File: src/rtl/fib_demux_bank_pkg.sv
// Shared definitions for the Fibonacci demux bank and the 4-to-1 selector that reads it back.
package fib_demux_bank_pkg;

  localparam int FIB_SIZE = 4;

  typedef enum logic [1:0] {
    EMPTY   = 2'b00,
    PARTIAL = 2'b01,
    FULL    = 2'b10
  } bank_state_e;

  localparam logic [1:0] SLOT0 = 2'd0;
  localparam logic [1:0] SLOT1 = 2'd1;
  localparam logic [1:0] SLOT2 = 2'd2;
  localparam logic [1:0] SLOT3 = 2'd3;

  function automatic logic [3:0] slot_onehot(input logic [1:0] idx);
    logic [3:0] mask;
    mask = 4'b0000;
    case (idx)
      SLOT0:   mask = 4'b0001;
      SLOT1:   mask = 4'b0010;
      SLOT2:   mask = 4'b0100;
      SLOT3:   mask = 4'b1000;
      default: mask = 4'b0000;
    endcase
    return mask;
  endfunction

  function automatic bank_state_e state_of(input logic [3:0] valid);
    bank_state_e st;
    if (valid == 4'b0000)      st = EMPTY;
    else if (valid == 4'b1111) st = FULL;
    else                       st = PARTIAL;
    return st;
  endfunction

endpackage

File: src/rtl/fib_rr_ptr.sv
// 2-bit wrap-around write pointer; a clear and an increment in the same cycle yield 1.
module fib_rr_ptr (
  input  logic       clk,
  input  logic       rst_n,
  input  logic       inc,
  input  logic       clr,
  output logic [1:0] ptr
);

  logic [1:0] ptr_reg;
  logic [1:0] ptr_next;

  always_comb begin
    ptr_next = clr ? 2'd0 : ptr_reg;
    if (inc) ptr_next = ptr_next + 2'd1;
  end

  always_ff @(posedge clk or negedge rst_n) begin
    if (!rst_n) ptr_reg <= 2'd0;
    else        ptr_reg <= ptr_next;
  end

  assign ptr = ptr_reg;

endmodule

File: src/rtl/fib_demux_bank.sv
// 1-to-4 registered demux bank with validity tracking and auto-mode back-pressure.
// Optional sticky overflow flag `ovf` when FIB_DEMUX_OVF_EN is defined.
module fib_demux_bank
  import fib_demux_bank_pkg::*;
#(
  parameter int SIZE = FIB_SIZE
) (
  input  logic            clk,
  input  logic            rst_n,
  input  logic [SIZE-1:0] D,
  input  logic            in_valid,
  output logic            in_ready,
  input  logic [1:0]      S,
  input  logic            auto_mode,
  input  logic            out_ack,
  output logic [SIZE-1:0] Q0,
  output logic [SIZE-1:0] Q1,
  output logic [SIZE-1:0] Q2,
  output logic [SIZE-1:0] Q3,
  output logic [3:0]      slot_valid,
  output logic [1:0]      ptr,
`ifdef FIB_DEMUX_OVF_EN
  output logic            ovf,
`endif
  output logic            all_full
);

  bank_state_e     state_reg;
  bank_state_e     state_next;
  logic [3:0]      valid_reg;
  logic [3:0]      valid_next;
  logic            all_full_reg;
  logic [1:0]      ptr_q;
  logic            xfer;
  logic [1:0]      dest;
  logic [3:0]      wr_mask;
  logic [SIZE-1:0] slot_q [4];

  assign in_ready = !(auto_mode && (state_reg == FULL) && !out_ack);
  assign xfer     = in_valid & in_ready;

  // An ack at the same edge rewinds the pointer first, so an auto write lands in slot 0.
  assign dest    = auto_mode ? (out_ack ? SLOT0 : ptr_q) : S;
  assign wr_mask = xfer ? slot_onehot(dest) : 4'b0000;

  always_comb begin
    valid_next = (out_ack ? 4'b0000 : valid_reg) | wr_mask;
    state_next = state_of(valid_next);
  end

  always_ff @(posedge clk or negedge rst_n) begin
    if (!rst_n) begin
      state_reg    <= EMPTY;
      valid_reg    <= 4'b0000;
      all_full_reg <= 1'b0;
    end else begin
      state_reg    <= state_next;
      valid_reg    <= valid_next;
      all_full_reg <= (state_next == FULL);
    end
  end

  genvar gi;
  generate
    for (gi = 0; gi < 4; gi++) begin : gen_slot
      logic [SIZE-1:0] slot_reg;
      always_ff @(posedge clk or negedge rst_n) begin
        if (!rst_n)           slot_reg <= '0;
        else if (wr_mask[gi]) slot_reg <= D;
      end
      assign slot_q[gi] = slot_reg;
    end
  endgenerate

  fib_rr_ptr u_ptr (
    .clk   (clk),
    .rst_n (rst_n),
    .inc   (xfer & auto_mode),
    .clr   (out_ack),
    .ptr   (ptr_q)
  );

`ifdef FIB_DEMUX_OVF_EN
  logic ovf_reg;

  always_ff @(posedge clk or negedge rst_n) begin
    if (!rst_n)                     ovf_reg <= 1'b0;
    else if (out_ack)               ovf_reg <= 1'b0;
    else if (in_valid && !in_ready) ovf_reg <= 1'b1;
  end

  assign ovf = ovf_reg;
`endif

  assign Q0         = slot_q[0];
  assign Q1         = slot_q[1];
  assign Q2         = slot_q[2];
  assign Q3         = slot_q[3];
  assign slot_valid = valid_reg;
  assign ptr        = ptr_q;
  assign all_full   = all_full_reg;

endmodule

File: config.mk
export PLATFORM = sky130hd
export DESIGN_NAME = fib_demux_bank
export DESIGN_NICKNAME = d
export VERILOG_FILES = /design/src/rtl/fib_demux_bank_pkg.sv /design/src/rtl/fib_rr_ptr.sv /design/src/rtl/fib_demux_bank.sv
export SDC_FILE = /design/constraint.sdc
export NUM_CORES = 1
export LEC_CHECK = 0
export ABC_AREA = 0
export ABC_CLOCK_PERIOD_IN_PS = 1560
export CAP_MARGIN = 20
export CORE_MARGIN = 2
export CORE_UTILIZATION = 41
export DETAILED_ROUTE_END_ITERATION = 8
export HOLD_SLACK_MARGIN = 0.06
export PLACE_DENSITY = 0.74
export REMOVE_ABC_BUFFERS = 1
export SLEW_MARGIN = 0
export SYNTH_ARGS = -nofsm -noshare
export SYNTH_HDL_FRONTEND = slang
export SYNTH_SLANG_ARGS = --single-unit
File: constraint.sdc
create_clock -name clk -period 1.56 [get_ports clk]
set_input_delay 0.468 -clock clk [delete_from_list [all_inputs] [get_ports clk]]
set_output_delay 0.468 -clock clk [all_outputs]
set_load 0.01 [all_outputs]
# Word-level counts from Yosys, hierarchy flattened
# Cells that the tools add are included.
# classes
add_sub_neg,1
n_reduce_logical,6
mux,8
n_bitwise,3
n_eq_ne,6
# ops
cell,count
4-bit case mux with 4 select lines,1
2-bit 2-to-1 mux,5
2-bit == test (second input constant),4
4-bit 2-to-1 mux,2
4-bit == test (second input constant),1
4-bit logical NOT,1
4-bit OR,1
2-bit by 1-bit adder with 2-bit output (second input constant),1
1-bit AND,2
2-bit by 1-bit == test with 1-bit output (second input constant),1
1-bit logical AND,2
1-bit logical NOT,2
2-bit logical NOT,1
# word_totals
ff_bits,25
wordCells,32
inputBits,11

# Longest topological paths before layout
# Gate-level depths: netlist of run 1.
# depth
word_depth,11
ltp_mapped,6
ltp_nobuf,5

# By module
# A second synthesis of run 1 with hierarchy kept.
# unflattened
hier_cells,81
area_unflattened_um2,1169.9
# by_module_without_submodules
mod,seq_area_each_um2,cells_per_inst,n_inst,area_each_um2
fib_demux_bank,550.5,74,1,1078.5
fib_rr_ptr,50.0,7,1,91.3

# Worst setup path after synthesis of run 1
# OpenSTA, ideal clock, no wires.
# synth_timing
path_kind,in2reg
start,input port auto_mode
end,register gen_slot[2].slot_reg[0] (netlist: Q2[0])
setup_ps,125
path_slack_ps,-127
t_arrival_ps,1562
stages,5
t_required_ps,1435
path_cell_list,buf_6 nand2_1 o22a_2 nor3_4 mux2_4
# synth_between
elab_chain_len,5
# synth_rtl
element,line,text
from (decl),fib_demux_bank.sv:14,"input logic auto_mode,"
"parallel branches: the longest is 4 deep, another holds 4-bit case mux with 4 select lines",n/a,
4-bit 2-to-1 mux *,fib_demux_bank.sv:44,assign wr_mask = xfer ? slot_onehot(dest) : 4'b0000;
to (signal assigned),fib_demux_bank.sv:68,if (!rst_n) slot_reg <= '0;
to (signal assigned),fib_demux_bank.sv:69,else if (wr_mask[gi]) slot_reg <= D;
to (decl),fib_demux_bank.sv:66,logic [SIZE-1:0] slot_reg;
# Mark *: on every way between the ends.
# A chain may end at the register's enable or synchronous reset.

# Worst setup path in the final report of run 1
# layout_timing
start,register u_ptr.ptr_reg[0] (netlist: u_ptr.ptr[0])
end,register gen_slot[0].slot_reg[2] (netlist: Q0[2])
# layout_between
elab_chain_len,5
# layout_rtl
element,line,text
from (decl),fib_rr_ptr.sv:10,logic [1:0] ptr_reg;
from (signal assigned),fib_rr_ptr.sv:20,else ptr_reg <= ptr_next;
2-bit 2-to-1 mux * (2 in a row),fib_demux_bank.sv:43,assign dest = auto_mode ? (out_ack ? SLOT0 : ptr_q) : S;
"2-bit == test, or another cell as far along",fib_demux_bank_pkg.sv:20,case (idx)
4-bit case mux with 4 select lines *,fib_demux_bank_pkg.sv:20,
4-bit 2-to-1 mux *,fib_demux_bank.sv:44,
to (signal assigned),fib_demux_bank.sv:68,
to (signal assigned),fib_demux_bank.sv:69,
to (decl),fib_demux_bank.sv:66,
# Mark *: on every way between the ends. The rest lies on a longest branch, timed or not.

==> results of run 1 <==
## metrics by stage
| stage | total power (W) | TNS [ns] |
|---|---|---|
| CTS | 0.00175 | -0.379 |
| global placement | 0.00145 | -15.50 |
| global route | 0.00190 | -1.39 |
| finish | 0.00179 | -0.480 |
| detailed placement | 0.00147 | -16.57 |
| floorplan | 0.00108 | -0.508 |
## cells in the final DEF, fill, tap and decap left out, types with 3 or more instances in the layout
master / instances
sky130_fd_sc_hd__dfrtp_1: 24
sky130_fd_sc_hd__dlygate4sd2_1: 24
sky130_fd_sc_hd__buf_4: 19
sky130_fd_sc_hd__mux2_4: 17
sky130_fd_sc_hd__buf_6: 11
sky130_fd_sc_hd__clkdlybuf4s50_1: 5
sky130_fd_sc_hd__nor3_4: 4
sky130_fd_sc_hd__clkbuf_4: 3
## repair_timing
action	4_1_cts	5_1_grt
pin swaps	10	2
hold buffers	0	0
buffers inserted	8	3
endpoints found under the setup margin	48	22
gates resized for setup	59	11
## report_power, final
part           switching [W]  total [W]  leakage, nW  internal (W)
Clock               0.000178   0.000320       0.0210      0.000142
Combinational       0.000261   0.000659        0.611      0.000398
Sequential         0.0000690   0.000814        0.293      0.000745
Total               0.000508    0.00179        0.925       0.00128
## cell type report
type	count	area, um2
Fill cell	203	847
Inverter	2	7.51
Sequential cell	24	601
Multi-Input combinational cell	48	593
Tap cell	31	38.8
Timing Repair Buffer	65	587
Clock buffer	4	36.3
## path summary, 6_finish.rpt
check,endpoint,cells past startpoint,slack [ns]
min reg2reg,Q2[0],1,0.52
max,Q0[2],5,-0.07
min in group clk,u_ptr.ptr[0],3,0.51
min,slot_valid[2],2,0.51
max in group asynchronous,Q0[3],2,0.82
max reg2reg,Q0[2],5,-0.07
## critical path, delay by kind of cell (launching register included)
kind | cells | cell delay (ns)
flops | 1 | 0.41
buf+inv | 1 | 0.15
mux | 2 | 0.61
simple gates | 2 | 0.37
## routing by layer
layer / part of all wire (%) / routed length (um)
met3: 6.2 / 175
met5: 0 / 0
met1: 42 / 1190
met2: 50 / 1410
met4: 1.3 / 36
## kinds of logic (layout without fill, tap and decap cells)
group           after synthesis  count (layout)  share of synthesized area [%]
flops                        24              24                           52.5
mux                          18              18                           21.7
xor+xnor                      2               2                           1.53
compound gates                9               9                           7.11
simple gates                 19              19                           15.5
buf+inv                       3              71                           1.64
==> flow_metrics.py, run 1 <==
metrics = {
    "status": {
        "status": "complete, but fails checks",
        "violations": "setup timing",
    },
    "timing": {
        "final_worst_path_setup_slack_ns": -0.0702,
        "fin_worst_skew_ns": 0.00292,
        "final-hold-violation-count": 0,
        "part_of_the_cycle_the_worst_path_needs_pct": 105,
        "hold_slack_ns": 0.510,
        "fmaxAchievable_ghz": 0.613,
        "maxSlewViolCount": 0,
        "rsz_0062_raised_after_global_routing": "yes",
        "period_needed_ns": 1.63,
        "slew_headroom_pct": 79.9,
        "setup_viol": 10,
        "tightest_slew_ns": 0.297,
    },
    "place": {
        "detailedPlace.worstSlack_ns": -0.743,
        "place.port_buffers": 34,
        "place_congestion": 0.837,
        "dp_hpwl_um": 1880,
        "dpl-instance-area_um2": 1690,
        "dpl.cell_count": 159,
    },
    "critical_path": {
        "critPathRequiredTime_ns": 1.76,
        "critical_path.slowest_cell": "sky130_fd_sc_hd__dfrtp_1",
        "timing.critical_path.from_type": "register",
        "cp.arrival_ns": 1.83,
        "rr_startpoint": "u_ptr.ptr[0]",
        "timing.critical_path.cells": "nor2b_4 -> mux2_4 -> nor3_4 -> buf_12 -> mux2_4",
        "crit_path_max_fanout": 5,
        "endpoint_kind": "register",
        "critical_path.startpoint": "u_ptr.ptr[0]",
        "timing_worst_setup_path_type": "reg -> reg",
        "crit_path_frequent_cell": "sky130_fd_sc_hd__mux2_4",
        "cp_slowest_stage_delay_ns": 0.41,
    },
    "routing": {
        "route.detailed.drc": 0,
        "drt-vias-per-instance": 5.03,
        "postRouteAntennaNets": 0,
        "drt_wl_total_um": 2810,
        "detailroute.via_count": 875,
        "wl_per_cell_um": 16.2,
        "firstDrtPassIters": 4,
        "drt_iter0_drc": 29,
    },
    "clocking": {
        "clock-root-buffer": "sky130_fd_sc_hd__clkbuf_4",
        "cts_inserted_buffers": 3,
        "clock_tree_from_tritoncts": "built",
        "numClockSinks": 24,
        "max-clock-path-buffers": 2,
        "htree_levels": 1,
        "cts.clk_slew.worst_paths_ns": 0.13,
        "clkLatencyLatePin_ns": 0.30,
    },
    "synth": {
        "synth_top_area_cell": "sky130_fd_sc_hd__dfrtp_1",
        "post_synth_top_flop": "sky130_fd_sc_hd__dfrtp_1",
        "synth.most_common_cell": "sky130_fd_sc_hd__dfrtp_1",
        "yosys.area.top_type_share_pct": 52.5,
        "async_reset_ff_share_pct": 100,
        "synth_cell_types": 29,
        "post_synth.cell_area_avg_um2": 15.2,
        "yosys_warnings": 0,
        "syn-cell-area_um2": 1140,
        "synth_area_leaders": "sky130_fd_sc_hd__dfrtp_1, sky130_fd_sc_hd__mux2_4, sky130_fd_sc_hd__mux2_1, sky130_fd_sc_hd__nor3_4, sky130_fd_sc_hd__nand4bb_4",
        "synth_seq_area_share_pct": 52.5,
        "synth_top_cells_by_count": "sky130_fd_sc_hd__dfrtp_1, sky130_fd_sc_hd__mux2_4, sky130_fd_sc_hd__mux2_1, sky130_fd_sc_hd__nor3_4, sky130_fd_sc_hd__nand2_1",
        "syn-instance-count": 75,
        "synth-seq-cells": 24,
        "synth-edff-count": 0,
    },
    "cells_and_area": {
        "stdcell_area_um2": 1860,
        "layout_nets": 155,
        "fin_util_pct": 68.7,
        "final_cell_count_no_fill": 174,
        "layout_area_overhead_pct": 62.9,
        "insertedDiodeCount": 0,
        "layout-drive-gt1-share_pct": 50.3,
    },
    "global_routing": {
        "global_route.peak_usage_layer": "met2",
        "grt_start_max_net_pins": 25,
        "via_count_of_the_first_global_routing_pass": 938,
        "grtUsageMet3_pct": 4.15,
        "grt-ovfl-total": 0,
        "global_route.usage.met1_pct": 25.6,
        "initial_antenna_violation_count": 0,
        "first_pass_grt_wire_length_um": 4710,
        "grt_util_all_layers_pct": 19.5,
        "groute.layer.met2.usage_pct": 32.1,
    },
    "power": {
        "power.density_cell_area_nw_per_um2": 962,
        "leakage_nw": 0.925,
        "max-vdd-ir-drop_mv": 0.711,
    },
    "floorplanning": {
        "floorplan.initialDensity_pct": 42.2,
        "design.core.area_um2": 2710,
        "num_io_pins": 35,
        "die_h_um": 56.8,
        "die_w_um": 56.8,
        "std_cell_rows": 19,
        "fp.dieArea_um2": 3230,
    },
    "flow_run": {
        "max-cap-violations": 0,
    },
    "min_path": {
        "hold_path_class": "in -> async",
    },
}
(Power assumes the default switching activity.)
==> inputs of run 2 (changes only) <==
- CTS_CLUSTER_DIAMETER: default -> 150
==> results of run 2 <==
Final layout, timing and power as in run 1 (identical DEF).
==> inputs of run 3 (changes only) <==
- SETUP_SLACK_MARGIN: default -> 0.4
==> run 3 against run 2 <==
Against the previous run:
- the run still ends with setup timing left
- combinational power is 13% higher
- largest power group unchanged
- via count rose by 3.7%
- critical path type unchanged
- register-to-register slack is essentially flat
- fmax decreased by 0.13%
- sequential power is essentially flat
- first-iteration DRC count decreased by 55%
- flip-flop and latch count unchanged
- count of clock-buffer cells in the layout stayed put
- sequential share of layout area down 1.9 points
- global-route usage rose by 0.95 points
==> flow_metrics.py, run 3 (same netlist as run 1, synthesis figures left out) <==
metrics = {
    "floorplanning": {
        "floorplan.initialDensity_pct": 42.2,
        "std_cell_rows": 19,
        "fp.dieArea_um2": 3230,
        "die_w_um": 56.8,
        "num_io_pins": 35,
        "die_h_um": 56.8,
        "design.core.area_um2": 2710,
    },
    "power": {
        "max-vdd-ir-drop_mv": 0.783,
        "leakage_nw": 0.980,
        "totalPowerFinal_w": 0.00188,
        "power.density_cell_area_nw_per_um2": 950,
    },
    "clocking": {
        "max-clock-path-buffers": 2,
        "numClockSinks": 24,
        "clock_tree_from_tritoncts": "built",
        "htree_levels": 1,
        "cts.clk_slew.worst_paths_ns": 0.13,
        "clkLatencyLatePin_ns": 0.31,
        "cts_hold_buffers": 0,
        "cts_inserted_buffers": 3,
        "clock-root-buffer": "sky130_fd_sc_hd__clkbuf_4",
    },
    "timing": {
        "setup_viol": 13,
        "hold_slack_ns": 0.472,
        "fmaxAchievable_ghz": 0.613,
        "final-hold-violation-count": 0,
        "part_of_the_cycle_the_worst_path_needs_pct": 105,
        "final_worst_path_setup_slack_ns": -0.0724,
        "maxSlewViolCount": 0,
        "slew_headroom_pct": 75.5,
        "tightest_slew_ns": 0.363,
        "fin_worst_skew_ns": 0.00528,
        "rsz_0062_raised_after_global_routing": "yes",
        "period_needed_ns": 1.63,
    },
    "routing": {
        "highest_layer": "met4",
        "firstDrtPassIters": 4,
        "met2RoutedLength_um": 1470,
        "drt_iter0_drc": 13,
        "postRouteAntennaNets": 0,
        "drt_wl_total_um": 2900,
        "wl_per_cell_um": 15.7,
        "detailroute.via_count": 907,
        "route.detailed.drc": 0,
        "routed_metal_1_wirelength_um": 1240,
        "met3_wirelength_um": 143,
        "drt-vias-per-instance": 4.93,
    },
    "cells_and_area": {
        "fill_cells": 188,
        "layout-drive-gt1-share_pct": 71.2,
        "mostFrequentLayoutCells": "sky130_fd_sc_hd__buf_6, sky130_fd_sc_hd__dfrtp_1, sky130_fd_sc_hd__buf_4",
        "stdcell_area_um2": 1980,
        "final_cell_count_no_fill": 184,
        "mostFrequentLayoutCell": "sky130_fd_sc_hd__buf_6",
        "layout_nets": 165,
        "insertedDiodeCount": 0,
        "layout_area_overhead_pct": 73.1,
    },
    "critical_path": {
        "cp_slowest_stage_delay_ns": 0.40,
        "critPathTopFamily": "multiplexers",
        "rr_startpoint": "u_ptr.ptr[0]",
        "critPathRequiredTime_ns": 1.77,
        "crit_end": "Q0[2]",
        "timing.critical_path.cells": "nor2b_4 -> mux2_4 -> nor3_4 -> buf_12 -> mux2_4",
        "timing_worst_setup_path_type": "reg -> reg",
        "reg2reg_to": "Q0[2]",
        "timing.critical_path.from_type": "register",
        "reg2reg_depth": 5,
        "cp.arrival_ns": 1.84,
        "cp_num_cells": 5,
        "critical_path.slowest_cell": "sky130_fd_sc_hd__dfrtp_1",
        "timing.reg2reg.setup_slack_ns": -0.07,
        "critical_path.startpoint": "u_ptr.ptr[0]",
        "crit_path_frequent_cell": "sky130_fd_sc_hd__mux2_4",
        "worstPathBufferInverterCount": 1,
        "crit_path_max_fanout": 5,
        "endpoint_kind": "register",
    },
    "status": {
        "violations": "setup timing",
        "status": "complete, but fails checks",
    },
    "global_routing": {
        "first_pass_grt_wire_length_um": 4960,
        "grt_util_all_layers_pct": 20.4,
        "grt-ovfl-total": 0,
        "initial_antenna_violation_count": 0,
        "via_count_of_the_first_global_routing_pass": 974,
        "grt_start_max_net_pins": 25,
    },
    "place": {
        "dpl.cell_count": 159,
        "dpl-instance-area_um2": 1690,
        "dp_hpwl_um": 1880,
        "detailedPlace.worstSlack_ns": -0.743,
        "place.port_buffers": 34,
        "place_congestion": 0.837,
    },
    "flow_run": {
        "max-cap-violations": 0,
    },
    "min_path": {
        "hold_path_class": "in -> reg",
    },
}
## run 3: final cells by class
type | instances | area (um2) | area share, %
Timing Repair Buffer | 75 | 668 | 33.8
Multi-Input combinational cell | 48 | 628 | 31.7
Sequential cell | 24 | 601 | 30.3
Tap cell | 31 | 38.8 | 1.96
Clock buffer | 4 | 36.3 | 1.83
Inverter | 2 | 7.51 | 0.379
## run 3: how the worst min path moves through the flow
stage	startpoint	end	slack (ns)	cells past startpoint
2_1_floorplan	rst_n	Q0[0]	0.17	0
3_3_place_gp	Q1[0]	Q1[0]	0.47	1
3_5_place_dp	Q3[1]	Q3[1]	0.48	1
4_1_cts	auto_mode	u_ptr.ptr[0]	0.49	3
5_1_grt	auto_mode	u_ptr.ptr[0]	0.46	3
6_report	auto_mode	u_ptr.ptr[0]	0.47	3
## run 3: metrics by stage
stage | utilization, % | TNS, ns
after CTS | 68.4 | -0.400
after floorplan | - | -0.508
after global routing | 73.0 | -1.29
final | 73.0 | -0.640
after detailed placement | 62.2 | -16.57
after global placement | 62.2 | -15.50
## run 3: report_power, final
group          internal, W  switching, W  total, W
registers         0.000745     0.0000701  0.000815
clock network     0.000142      0.000181  0.000323
logic             0.000461      0.000282  0.000744
total              0.00135      0.000533   0.00188
## run 3: worst reg2reg max path: stages, from the launching register on
cell and delay [ns]:
sky130_fd_sc_hd__dfrtp_1 0.40, sky130_fd_sc_hd__nor2b_4 0.14, sky130_fd_sc_hd__mux2_4 0.32, sky130_fd_sc_hd__nor3_4 0.23, sky130_fd_sc_hd__buf_12 0.15, sky130_fd_sc_hd__mux2_4 0.30
## run 3: metal layers
| metal | track usage, % | up-vias |
|---|---|---|
| met2 | 35.0 | 29 |
| met3 | 3.69 | 5 |
| met4 | 6.64 | 0 |
| met1 | 26.0 | 442 |
| met5 | 0 | - |
| li1 | - | 431 |
## run 3: what timing repair did
| action | CTS | global route |
|---|---|---|
| gates resized for setup | 136 | 20 |
| setup endpoints to repair | 48 | 48 |
| hold endpoints to repair | 0 | 0 |
| gates cloned | 0 | 0 |
| pin swaps | 14 | 12 |
| setup buffers | 15 | 6 |
